[config.mk]
export PLATFORM = sky130hd
export DESIGN_NAME = ili9341_spi_receiver_flat
export DESIGN_NICKNAME = d
export VERILOG_FILES = /design/src/rtl/ili9341_spi_receiver_pkg.sv /design/src/rtl/ili9341_spi_receiver_if.sv /design/src/rtl/ili9341_spi_byte_rx.sv /design/src/rtl/ili9341_spi_receiver.sv /design/src/flat_wrapper.sv
export SDC_FILE = /design/constraint.sdc
export NUM_CORES = 1
export LEC_CHECK = 0
export BUFFER_PORTS_ARGS = -buffer_cell sky130_fd_sc_hd__clkbuf_2
export CORE_MARGIN = 3
export CORE_UTILIZATION = 35
export DETAILED_ROUTE_END_ITERATION = 8
export HOLD_SLACK_MARGIN = 0.02
export PLACE_DENSITY = 0.51
export SYNTH_ARGS = -nofsm -noshare
export SYNTH_HDL_FRONTEND = slang
export SYNTH_SLANG_ARGS = --single-unit
[constraint.sdc]
create_clock -name clk -period 5.5 [get_ports clk]
set_clock_uncertainty 0.15 [all_clocks]
set_input_delay 1.1 -clock clk [delete_from_list [all_inputs] [get_ports clk]]
set_output_delay 1.1 -clock clk [all_outputs]
set_load 0.05 [all_outputs]
[src/rtl/ili9341_spi_receiver_pkg.sv]
// Shared constants, command codes and decoder state encoding for the ILI9341 SPI receiver.
package ili9341_pkg;

  localparam int unsigned COORD_W        = 9;
  localparam int unsigned BYTE_W         = 8;
  localparam int unsigned DEF_H_RES      = 240;
  localparam int unsigned DEF_V_RES      = 320;
  localparam int unsigned DEF_PIXEL_SIZE = 16;

  // Default window starts; ends derive from the panel resolution.
  localparam logic [COORD_W-1:0] DEF_SC = '0;
  localparam logic [COORD_W-1:0] DEF_SP = '0;

  localparam logic [BYTE_W-1:0] CMD_SWRESET = 8'h01;
  localparam logic [BYTE_W-1:0] CMD_CASET   = 8'h2A;
  localparam logic [BYTE_W-1:0] CMD_PASET   = 8'h2B;
  localparam logic [BYTE_W-1:0] CMD_RAMWR   = 8'h2C;

  typedef enum logic [2:0] {
    ST_IDLE,
    ST_CASET_ARG,
    ST_PASET_ARG,
    ST_RAMWR_DATA,
    ST_SKIP
  } dec_state_t;

  // A window is illegal when it is inverted or reaches past the panel edge.
  function automatic logic win_bad(input logic [15:0] start, input logic [15:0] stop,
                                   input int unsigned lim);
    return (start > stop) || (32'(stop) >= lim);
  endfunction

endpackage

[src/rtl/ili9341_spi_receiver_if.sv]
// SPI input lines and decoded command/pixel outputs of the receiver.
interface ili9341_spi_receiver_if #(
  parameter int unsigned PIXEL_SIZE = 16
);
  import ili9341_pkg::*;

  logic                  spi_sck;
  logic                  spi_mosi;
  logic                  spi_cs;
  logic                  spi_dc;
  logic                  cmd_valid;
  logic [BYTE_W-1:0]     cmd_byte;
  logic                  pixel_valid;
  logic [COORD_W-1:0]    pixel_x;
  logic [COORD_W-1:0]    pixel_y;
  logic [PIXEL_SIZE-1:0] pixel_data;
  logic                  frame_done;
  logic                  err;

  modport master (
    output spi_sck, spi_mosi, spi_cs, spi_dc,
    input  cmd_valid, cmd_byte, pixel_valid, pixel_x, pixel_y, pixel_data, frame_done, err
  );

  modport slave (
    input  spi_sck, spi_mosi, spi_cs, spi_dc,
    output cmd_valid, cmd_byte, pixel_valid, pixel_x, pixel_y, pixel_data, frame_done, err
  );

endinterface

[src/rtl/ili9341_spi_byte_rx.sv]
// Synchronizes the SPI lines into clk and assembles MSB-first bytes on sck rising edges.
module ili9341_spi_byte_rx
  import ili9341_pkg::*;
(
  input  logic              clk,
  input  logic              rst,
  input  logic              sck,
  input  logic              mosi,
  input  logic              cs,
  input  logic              dc,
  output logic              byte_valid,
  output logic [BYTE_W-1:0] byte_data,
  output logic              byte_dc,
  output logic              cs_idle
);

  logic [1:0]        sck_s;
  logic [1:0]        mosi_s;
  logic [1:0]        cs_s;
  logic [1:0]        dc_s;
  logic              sck_d;
  logic [BYTE_W-2:0] shreg;
  logic [2:0]        bit_cnt;
  logic              sck_rise;

  assign sck_rise = sck_s[1] & ~sck_d;
  assign cs_idle  = cs_s[1];

  // Two-flop synchronizers, sck edge detect and byte shift register.
  always_ff @(posedge clk) begin
    if (!rst) begin
      sck_s      <= '0;
      mosi_s     <= '0;
      cs_s       <= '0;
      dc_s       <= '0;
      sck_d      <= 1'b0;
      shreg      <= '0;
      bit_cnt    <= '0;
      byte_valid <= 1'b0;
      byte_data  <= '0;
      byte_dc    <= 1'b0;
    end else begin
      sck_s      <= {sck_s[0], sck};
      mosi_s     <= {mosi_s[0], mosi};
      cs_s       <= {cs_s[0], cs};
      dc_s       <= {dc_s[0], dc};
      sck_d      <= sck_s[1];
      byte_valid <= 1'b0;
      if (cs_s[1]) begin
        bit_cnt <= '0;
      end else if (sck_rise) begin
        shreg   <= {shreg[BYTE_W-3:0], mosi_s[1]};
        bit_cnt <= bit_cnt + 3'd1;
        if (bit_cnt == 3'd7) begin
          byte_valid <= 1'b1;
          byte_data  <= {shreg, mosi_s[1]};
          byte_dc    <= dc_s[1];
        end
      end
    end
  end

endmodule

[src/rtl/ili9341_spi_receiver.sv]
// ILI9341 SPI stream decoder: command parsing, address window and pixel cursor.
module ili9341_spi_receiver
  import ili9341_pkg::*;
#(
  parameter int unsigned H_RES      = DEF_H_RES,
  parameter int unsigned V_RES      = DEF_V_RES,
  parameter int unsigned PIXEL_SIZE = DEF_PIXEL_SIZE
)(
  input  logic                    clk,
  input  logic                    rst,
  ili9341_spi_receiver_if.slave   bus
);

  localparam logic [COORD_W-1:0] DEF_EC = COORD_W'(H_RES - 1);
  localparam logic [COORD_W-1:0] DEF_EP = COORD_W'(V_RES - 1);

  logic              byte_valid;
  logic [BYTE_W-1:0] byte_data;
  logic              byte_dc;
  logic              cs_idle;

  dec_state_t         state;
  logic [1:0]         arg_idx;
  logic [23:0]        arg_buf;
  logic [COORD_W-1:0] sc, ec, sp, ep;
  logic [COORD_W-1:0] cx, cy;
  logic [BYTE_W-1:0]  hi_byte;
  logic               have_hi;

  logic                  cmd_valid;
  logic [BYTE_W-1:0]     cmd_byte;
  logic                  pixel_valid;
  logic [COORD_W-1:0]    pixel_x;
  logic [COORD_W-1:0]    pixel_y;
  logic [PIXEL_SIZE-1:0] pixel_data;
  logic                  frame_done;
  logic                  err;

  logic [15:0] arg_start_c;
  logic [15:0] arg_end_c;
  logic        col_bad_c;
  logic        row_bad_c;

  ili9341_spi_byte_rx u_byte_rx (
    .clk        (clk),
    .rst        (rst),
    .sck        (bus.spi_sck),
    .mosi       (bus.spi_mosi),
    .cs         (bus.spi_cs),
    .dc         (bus.spi_dc),
    .byte_valid (byte_valid),
    .byte_data  (byte_data),
    .byte_dc    (byte_dc),
    .cs_idle    (cs_idle)
  );

  // Window bounds formed from the three buffered argument bytes plus the arriving one.
  assign arg_start_c = arg_buf[23:8];
  assign arg_end_c   = {arg_buf[7:0], byte_data};
  assign col_bad_c   = win_bad(arg_start_c, arg_end_c, H_RES);
  assign row_bad_c   = win_bad(arg_start_c, arg_end_c, V_RES);

  // Decoder FSM, window registers, cursor and registered outputs.
  always_ff @(posedge clk) begin
    if (!rst) begin
      state       <= ST_IDLE;
      arg_idx     <= '0;
      arg_buf     <= '0;
      sc          <= DEF_SC;
      ec          <= DEF_EC;
      sp          <= DEF_SP;
      ep          <= DEF_EP;
      cx          <= '0;
      cy          <= '0;
      hi_byte     <= '0;
      have_hi     <= 1'b0;
      cmd_valid   <= 1'b0;
      cmd_byte    <= '0;
      pixel_valid <= 1'b0;
      pixel_x     <= '0;
      pixel_y     <= '0;
      pixel_data  <= '0;
      frame_done  <= 1'b0;
      err         <= 1'b0;
    end else begin
      cmd_valid   <= 1'b0;
      pixel_valid <= 1'b0;
      frame_done  <= 1'b0;
      // A deselect between the two pixel bytes drops the pending high byte.
      if (cs_idle) have_hi <= 1'b0;
      if (byte_valid) begin
        if (!byte_dc) begin
          cmd_valid <= 1'b1;
          cmd_byte  <= byte_data;
          arg_idx   <= '0;
          have_hi   <= 1'b0;
          case (byte_data)
            CMD_CASET: state <= ST_CASET_ARG;
            CMD_PASET: state <= ST_PASET_ARG;
            CMD_RAMWR: begin
              state <= ST_RAMWR_DATA;
              cx    <= sc;
              cy    <= sp;
            end
            CMD_SWRESET: begin
              state <= ST_IDLE;
              sc    <= DEF_SC;
              ec    <= DEF_EC;
              sp    <= DEF_SP;
              ep    <= DEF_EP;
              err   <= 1'b0;
            end
            default: state <= ST_SKIP;
          endcase
        end else begin
          case (state)
            ST_CASET_ARG, ST_PASET_ARG: begin
              arg_buf <= {arg_buf[15:0], byte_data};
              arg_idx <= arg_idx + 2'd1;
              if (arg_idx == 2'd3) begin
                state <= ST_IDLE;
                if (state == ST_CASET_ARG) begin
                  if (col_bad_c) begin
                    err <= 1'b1;
                    sc  <= DEF_SC;
                    ec  <= DEF_EC;
                  end else begin
                    sc <= COORD_W'(arg_start_c);
                    ec <= COORD_W'(arg_end_c);
                  end
                end else begin
                  if (row_bad_c) begin
                    err <= 1'b1;
                    sp  <= DEF_SP;
                    ep  <= DEF_EP;
                  end else begin
                    sp <= COORD_W'(arg_start_c);
                    ep <= COORD_W'(arg_end_c);
                  end
                end
              end
            end
            ST_RAMWR_DATA: begin
              if (!have_hi) begin
                hi_byte <= byte_data;
                have_hi <= 1'b1;
              end else begin
                have_hi     <= 1'b0;
                pixel_valid <= 1'b1;
                pixel_x     <= cx;
                pixel_y     <= cy;
                pixel_data  <= PIXEL_SIZE'({hi_byte, byte_data});
                if (cx == ec) begin
                  cx <= sc;
                  if (cy == ep) begin
                    cy         <= sp;
                    frame_done <= 1'b1;
                  end else begin
                    cy <= cy + 9'd1;
                  end
                end else begin
                  cx <= cx + 9'd1;
                end
              end
            end
            default: ;
          endcase
        end
      end
    end
  end

  assign bus.cmd_valid   = cmd_valid;
  assign bus.cmd_byte    = cmd_byte;
  assign bus.pixel_valid = pixel_valid;
  assign bus.pixel_x     = pixel_x;
  assign bus.pixel_y     = pixel_y;
  assign bus.pixel_data  = pixel_data;
  assign bus.frame_done  = frame_done;
  assign bus.err         = err;

endmodule

[src/flat_wrapper.sv]
// flat-port wrapper written by rule: the top's interface ports become plain ports
module ili9341_spi_receiver_flat import ili9341_pkg::*;
#(
  parameter int unsigned H_RES      = DEF_H_RES,
  parameter int unsigned V_RES      = DEF_V_RES,
  parameter int unsigned PIXEL_SIZE = DEF_PIXEL_SIZE
)
  (clk, rst, bus_spi_sck, bus_spi_mosi, bus_spi_cs, bus_spi_dc, bus_cmd_valid, bus_cmd_byte, bus_pixel_valid, bus_pixel_x, bus_pixel_y, bus_pixel_data, bus_frame_done, bus_err);
  ili9341_spi_receiver_if #(.PIXEL_SIZE(PIXEL_SIZE)) bus_i ();
  input  logic clk;
  input  logic rst;
  input wire logic [$bits(bus_i.spi_sck)-1:0] bus_spi_sck;
  input wire logic [$bits(bus_i.spi_mosi)-1:0] bus_spi_mosi;
  input wire logic [$bits(bus_i.spi_cs)-1:0] bus_spi_cs;
  input wire logic [$bits(bus_i.spi_dc)-1:0] bus_spi_dc;
  output wire logic [$bits(bus_i.cmd_valid)-1:0] bus_cmd_valid;
  output wire logic [$bits(bus_i.cmd_byte)-1:0] bus_cmd_byte;
  output wire logic [$bits(bus_i.pixel_valid)-1:0] bus_pixel_valid;
  output wire logic [$bits(bus_i.pixel_x)-1:0] bus_pixel_x;
  output wire logic [$bits(bus_i.pixel_y)-1:0] bus_pixel_y;
  output wire logic [$bits(bus_i.pixel_data)-1:0] bus_pixel_data;
  output wire logic [$bits(bus_i.frame_done)-1:0] bus_frame_done;
  output wire logic [$bits(bus_i.err)-1:0] bus_err;
  assign bus_i.spi_sck = bus_spi_sck;
  assign bus_i.spi_mosi = bus_spi_mosi;
  assign bus_i.spi_cs = bus_spi_cs;
  assign bus_i.spi_dc = bus_spi_dc;
  assign bus_cmd_valid = bus_i.cmd_valid;
  assign bus_cmd_byte = bus_i.cmd_byte;
  assign bus_pixel_valid = bus_i.pixel_valid;
  assign bus_pixel_x = bus_i.pixel_x;
  assign bus_pixel_y = bus_i.pixel_y;
  assign bus_pixel_data = bus_i.pixel_data;
  assign bus_frame_done = bus_i.frame_done;
  assign bus_err = bus_i.err;
  ili9341_spi_receiver #(.H_RES(H_RES), .V_RES(V_RES), .PIXEL_SIZE(PIXEL_SIZE)) u_core (.clk(clk), .rst(rst), .bus(bus_i));
endmodule
==> impl_metrics.toml, run 1 <==
[outcome]
status = "finished clean"

[yosys]
yosysUniqueCellTypes = 58
synthFlopType = "dfxtp_1"
synth_commonest_cells = "167 x dfxtp_1, 158 x nand2_1, 102 x a21oi_1"
yosysTopAreaCell = "dfxtp_1"
synth_enable_flop_cells = 0
syn_nets = 937
yosysTopAreaCellShare_pct = 44.4
ys_ff_latch = 167
yosysMostFrequentCell = "dfxtp_1"
synthesis.instances = 910
seq_area_frac_synth_pct = 44.4
synthTopCellsByArea = "dfxtp_1 44%, nand2_1 7.9%, a21oi_1 6.8%"
syn_avg_cell_area_um2 = 8.28
synthArstFlopShare_pct = 0
yosys_warnings = 0
synth_area_um2 = 7530

[timing]
setup_viol = 0
min_period_ps = 3280
tightest_slew_ps = 1030
fin_crit_sh_pct = 59.6
timing.hold.ws_ps = 280
slew_violations = 0
setup_tns_ps = 0
relSlewSlack_pct = 30.7
rsz0062_at_grt = "no"
fmax_mhz = 305
hold_violations = 0

[drt]
wl_per_cell_um = 16.3
drtAntennaViolNets = 0
via_per_inst = 5.20
drtPass1Iterations = 5
wl_met1_mm = 9.77
vias = 6319
wl_met3_um = 790
drt_iter0_markers = 421
drc = 0
wirelength_mm = 19.8
wl_met2_mm = 9.05
highest_layer = "met4"

[worst_hold_path]
whs_endpoint = "u_core.u_byte_rx.dc_s[1]"
hold_class = "reg2reg"
hold_start = "u_core.u_byte_rx.dc_s[0]"
hold_depth = 1

[cells_and_area]
drive_gt1_share_pct = 13.8
nets = 955
final_cell_area_um2 = 8590
area_growth_pct = 14.1
antennaDiodeCount = 0

[grt]
grt_pass1_vias = 5997
grt_overflow_total = 0
grtUsageTotal_pct = 17.0
antenna_found_initial = 0
grt_first_pass_wirelength_mm = 32.2
grt_max_degree = 63

[critical_path]
start_kind = "flip-flop"
reg2regPathDepth = 8
end_kind = "flip-flop"
regToRegEndpoint = "u_core.sc[1]"
worstPathRequired_ps = 5650
path_max_fanout = 22
timing.rr.start = "u_core.u_byte_rx.byte_data[7]"
path_class = "reg2reg"
cp.arrival_ps = 3420
reg2reg_slack_ps = 2220

[placed_design]
io_buffer_count = 51
hpwl_mm = 12.9
routabilityCongestion = 0.813
dpl_cell_area_um2 = 7990

[pwr]
vdd_drop_max_mv = 0.199
p_leak_uw = 0.00308
p_total_uw = 2460
cellPowerDensity_nw_per_um2 = 287

[cts]
cts_tree = "built"
cts_resized = 0
post_cts_buffers = 0
postCtsHoldBufs = 0
path_clk_slew_ps = 70
htreeDepth = 4
clock-sinks = 167
cts_buffer_depth = 2
cts_buffers = 17
clkLatencyLatePin_ps = 420
cts_root_buf = "clkbuf_16"

[floorplanning]
die_w_um = 153
core.rowCount = 53
die_h_um = 153
initial_utilization_pct = 35.7
dieArea_um2 = 23300
coreArea_um2 = 21100
io_pins = 52

[job]
max_cap_violations = 0
## cell usage in the layout (no fill, tap or decap), types with 4 or more instances in the layout
cell type and instances:
dfxtp_1 167, nor3b_1 15, o31a_1 4, clkbuf_2 51
ha_1 21, xor2_1 9, mux2i_1 25, xnor2_1 13
o21ai_2 20, or2_2 4, o21ai_0 6, clkbuf_16 17
nor3_1 24, nand2b_1 4, a211oi_1 7, inv_1 22
nand3_1 76, a31oi_1 4, and2_1 14, nand4_1 12
nor4_1 4, or3_1 6, nor2b_1 7, o22ai_1 6
buf_4 14, nor2_1 45, o211ai_1 6, nand2_1 158
clkinv_2 5, and3_1 11, a21oi_1 102
## state kept, by name (all words and copies together) (netlist names), 7 cells and up
name	count
u_core.arg_buf	24
u_core.bus.cmd_byte	8
u_core.bus.pixel_data	16
u_core.bus.pixel_x	9
u_core.bus.pixel_y	9
u_core.cx	9
u_core.cy	9
u_core.ec	9
u_core.ep	9
u_core.hi_byte	8
u_core.sc	9
u_core.sp	9
u_core.u_byte_rx.byte_data	8
u_core.u_byte_rx.shreg	7
## worst max-delay path by stage
stage | start | endpoint | slack [ps] | cells after the start
floorplan | u_core.u_byte_rx.byte_data[5] | u_core.ec[4] | 2870 | 9
global placement | rst | u_core.ep[8] | 2350 | 6
detailed placement | u_core.u_byte_rx.byte_data[5] | u_core.sc[1] | 2260 | 8
CTS | u_core.u_byte_rx.byte_data[5] | u_core.sc[1] | 2220 | 8
global route | u_core.u_byte_rx.byte_data[7] | u_core.sc[1] | 1990 | 8
finish | u_core.u_byte_rx.byte_data[7] | u_core.sc[1] | 2220 | 8
## routing by layer
layer / track usage [%] / vias up
li1: - / 3234
met1: 23.6 / 2957
met2: 27.2 / 114
met3: 3.58 / 14
met4: 3.95 / 0
met5: 0 / -
## area by class of cell
| type | count | area [um^2] |
|---|---|---|
| inverter | 23 | 87.6 |
| sequential | 167 | 3340 |
| tap | 275 | 344 |
| clock inverter | 13 | 144 |
| clock buffer | 19 | 453 |
| multi-input combinational | 653 | 3840 |
| fill | 2173 | 12500 |
| timing repair buffer | 66 | 380 |
## critical path, cell delays in order, from the launching register on
cell and delay [ps]:
dfxtp_1 680, inv_1 140, ha_1 350, nand4_1 100, nor3_1 310, a21boi_0 660, o41a_1 250, buf_4 350
o21ai_0 140
## stage by stage
stage                     cells  setup WS (ps)  utilization (%)
after floorplan             910           2870                -
after global placement     1184           2350             37.9
after detailed placement   1184           2260             37.9
after CTS                  1216           2220             40.7
after global routing       1216           1990             40.7
final                      1216           2220             40.7
## cells by family after synthesis
group | after synthesis | synth area share (%)
DFF | 167 | 44.4
muxes | 28 | 3.77
xor gates and xnor gates | 22 | 2.56
and+or+nand+nor | 396 | 25.2
buffers and inverters | 90 | 4.72
adders and majority gates | 21 | 3.49
AOI/OAI and AO/OA | 186 | 15.9
## power breakdown
part / total, uW / switching [uW] / internal (uW)
Sequential: 1210 / 1.35 / 1210
Combinational: 34.0 / 26.1 / 7.94
Clock: 1210 / 514 / 700
Total: 2460 / 542 / 1920
No activity file was read; power rests on OpenSTA's default activity.
==> inputs of run 2 (changes only) <==
- clock period: 5.5 -> 3.3 ns (I/O delays scaled with it)
==> run 2 against run 1 <==
Net effect:
- routed wire length up 1.9%
- combinational power increased by 77%
- core utilization rose by 1.1 points
- count of clock-buffer cells in the layout is 2 higher
- worst hold slack better by 2.9 ps
- sequential power is 67% higher
- global-route usage increased by 0.32 points
- setup slack got worse by 1800 ps
- register-to-register slack lost 1800 ps
- cell count increased by 1.7%
- via count increased by 1.7%
- critical path type unchanged
- largest cell class unchanged
==> impl_metrics.toml, run 2 (synthesis results as in run 1) <==
[outcome]
status = "finished clean"

[grt]
grt_pass1_vias = 6075
grt_max_degree = 71
grtUsageTotal_pct = 17.3
antenna_found_initial = 0
grt_first_pass_wirelength_mm = 32.9
grt_overflow_total = 0

[timing]
rsz0062_at_grt = "no"
fin_crit_sh_pct = 85.9
setup_tns_ps = 0
timing.hold.ws_ps = 283
fmax_mhz = 353
slew_violations = 0
hold_violations = 0
setup_viol = 0
tightest_slew_ps = 835
min_period_ps = 2830
relSlewSlack_pct = 43.6

[cells_and_area]
final_util_pct = 41.8
largestRegisters = "u_core.arg_buf (24), u_core.bus.pixel_data (16)"
drive_gt1_share_pct = 15.6
largest_reg_flops = 24
final_cell_mix = "167 x dfxtp_1, 158 x nand2_1, 102 x a21oi_1"
nets = 977
layout_commonest_cell = "dfxtp_1"
area_growth_pct = 17.1
final_cells = 1237
top_register = "u_core.arg_buf"
final_cell_area_um2 = 8820
antennaDiodeCount = 0

[critical_path]
slowest_stage = "dfxtp_1"
end_kind = "flip-flop"
worst_path_most_repeated_cell = "buf_4"
worstPathRequired_ps = 3450
start_kind = "flip-flop"
cp.arrival_ps = 2980
crit_path_cell_trace = "inv_1 > ha_1 > nand4_1 > nor3_1 > a21boi_0 > buf_4 > o41a_1 > buf_4 > o21ai_0"
crit_buf_inv = 3
path_max_fanout = 21
crit_family = "flip-flops"
path_class = "reg2reg"
worst_path_largest_cell_delay_ps = 670

[pwr]
p_leak_uw = 0.00321
vdd_drop_max_mv = 0.382
cellPowerDensity_nw_per_um2 = 489

[placed_design]
hpwl_mm = 13.8
routabilityCongestion = 0.812
io_buffer_count = 51
dpl_cell_area_um2 = 8160
dp.cells = 1206

[drt]
drtPass1Iterations = 5
wl_per_cell_um = 16.3
wirelength_mm = 20.1
drt_iter0_markers = 459
drtAntennaViolNets = 0
vias = 6427
drc = 0
via_per_inst = 5.20

[floorplanning]
io_pins = 52
die_w_um = 153
core.rowCount = 53
dieArea_um2 = 23300
coreArea_um2 = 21100
die_h_um = 153
initial_utilization_pct = 35.7

[cts]
htreeDepth = 4
cts_resized = 0
cts_root_buf = "clkbuf_16"
clock-sinks = 167
cts_buffers = 17
path_clk_slew_ps = 60
cts_buffer_depth = 2
post_cts_buffers = 0
postCtsHoldBufs = 0
clkLatencyLatePin_ps = 420
cts_tree = "built"

[job]
max_cap_violations = 0

[worst_hold_path]
hold_class = "reg2reg"
-- run 2: per-stage QoR --
step           worst slack, ps  power [uW]
2_1_floorplan              665        2110
3_5_place_dp               500        2130
4_1_cts                    478        4360
5_1_grt                    247        4440
3_3_place_gp               565        2130
6_report                   465        4310
-- run 2: final timing paths --
kind	startpoint	to	slack, ps	cells after the start
worst max-delay path	u_core.u_byte_rx.byte_data[4]	u_core.sc[1]	470	9
worst min-delay path	u_core.u_byte_rx.cs_s[0]	u_core.u_byte_rx.cs_s[1]	280	1
worst max register to register	u_core.u_byte_rx.byte_data[4]	u_core.sc[1]	470	9
worst min register to register	u_core.u_byte_rx.cs_s[0]	u_core.u_byte_rx.cs_s[1]	280	1
-- run 2: where the power goes --
group          internal [uW]  total (uW)  switching [uW]
combinational           15.3        60.2            45.0
clock                   1410        2230             825
sequential              2020        2020            2.12
-- run 2: worst reg2reg max path, stage by stage, from the launching register on --
cell      delay [ps]
dfxtp_1          670
inv_1            140
ha_1             300
nand4_1           60
nor3_1           310
a21boi_0         230
buf_4            170
o41a_1           180
buf_4            360
o21ai_0          150
-- run 2: final cells by class --
| class | instances | area (um^2) |
|---|---|---|
| fill | 2170 | 12300 |
| sequential | 167 | 3340 |
| clock buffer | 21 | 470 |
| inverter | 23 | 87.6 |
| multi-input combinational | 653 | 3840 |
| clock inverter | 10 | 190 |
| timing repair buffer | 88 | 546 |
| tap | 275 | 344 |
-- run 2: layer usage --
layer / global-route usage, % / wire length, um / vias up / share of wire, %
met4: 4.33 / 182 / 0 / 0.90
met1: 24.8 / 10300 / 3026 / 51
met5: 0 / 0 / - / 0
met3: 3.07 / 645 / 13 / 3.2
met2: 27.1 / 9050 / 118 / 45
li1: - / - / 3270 / -
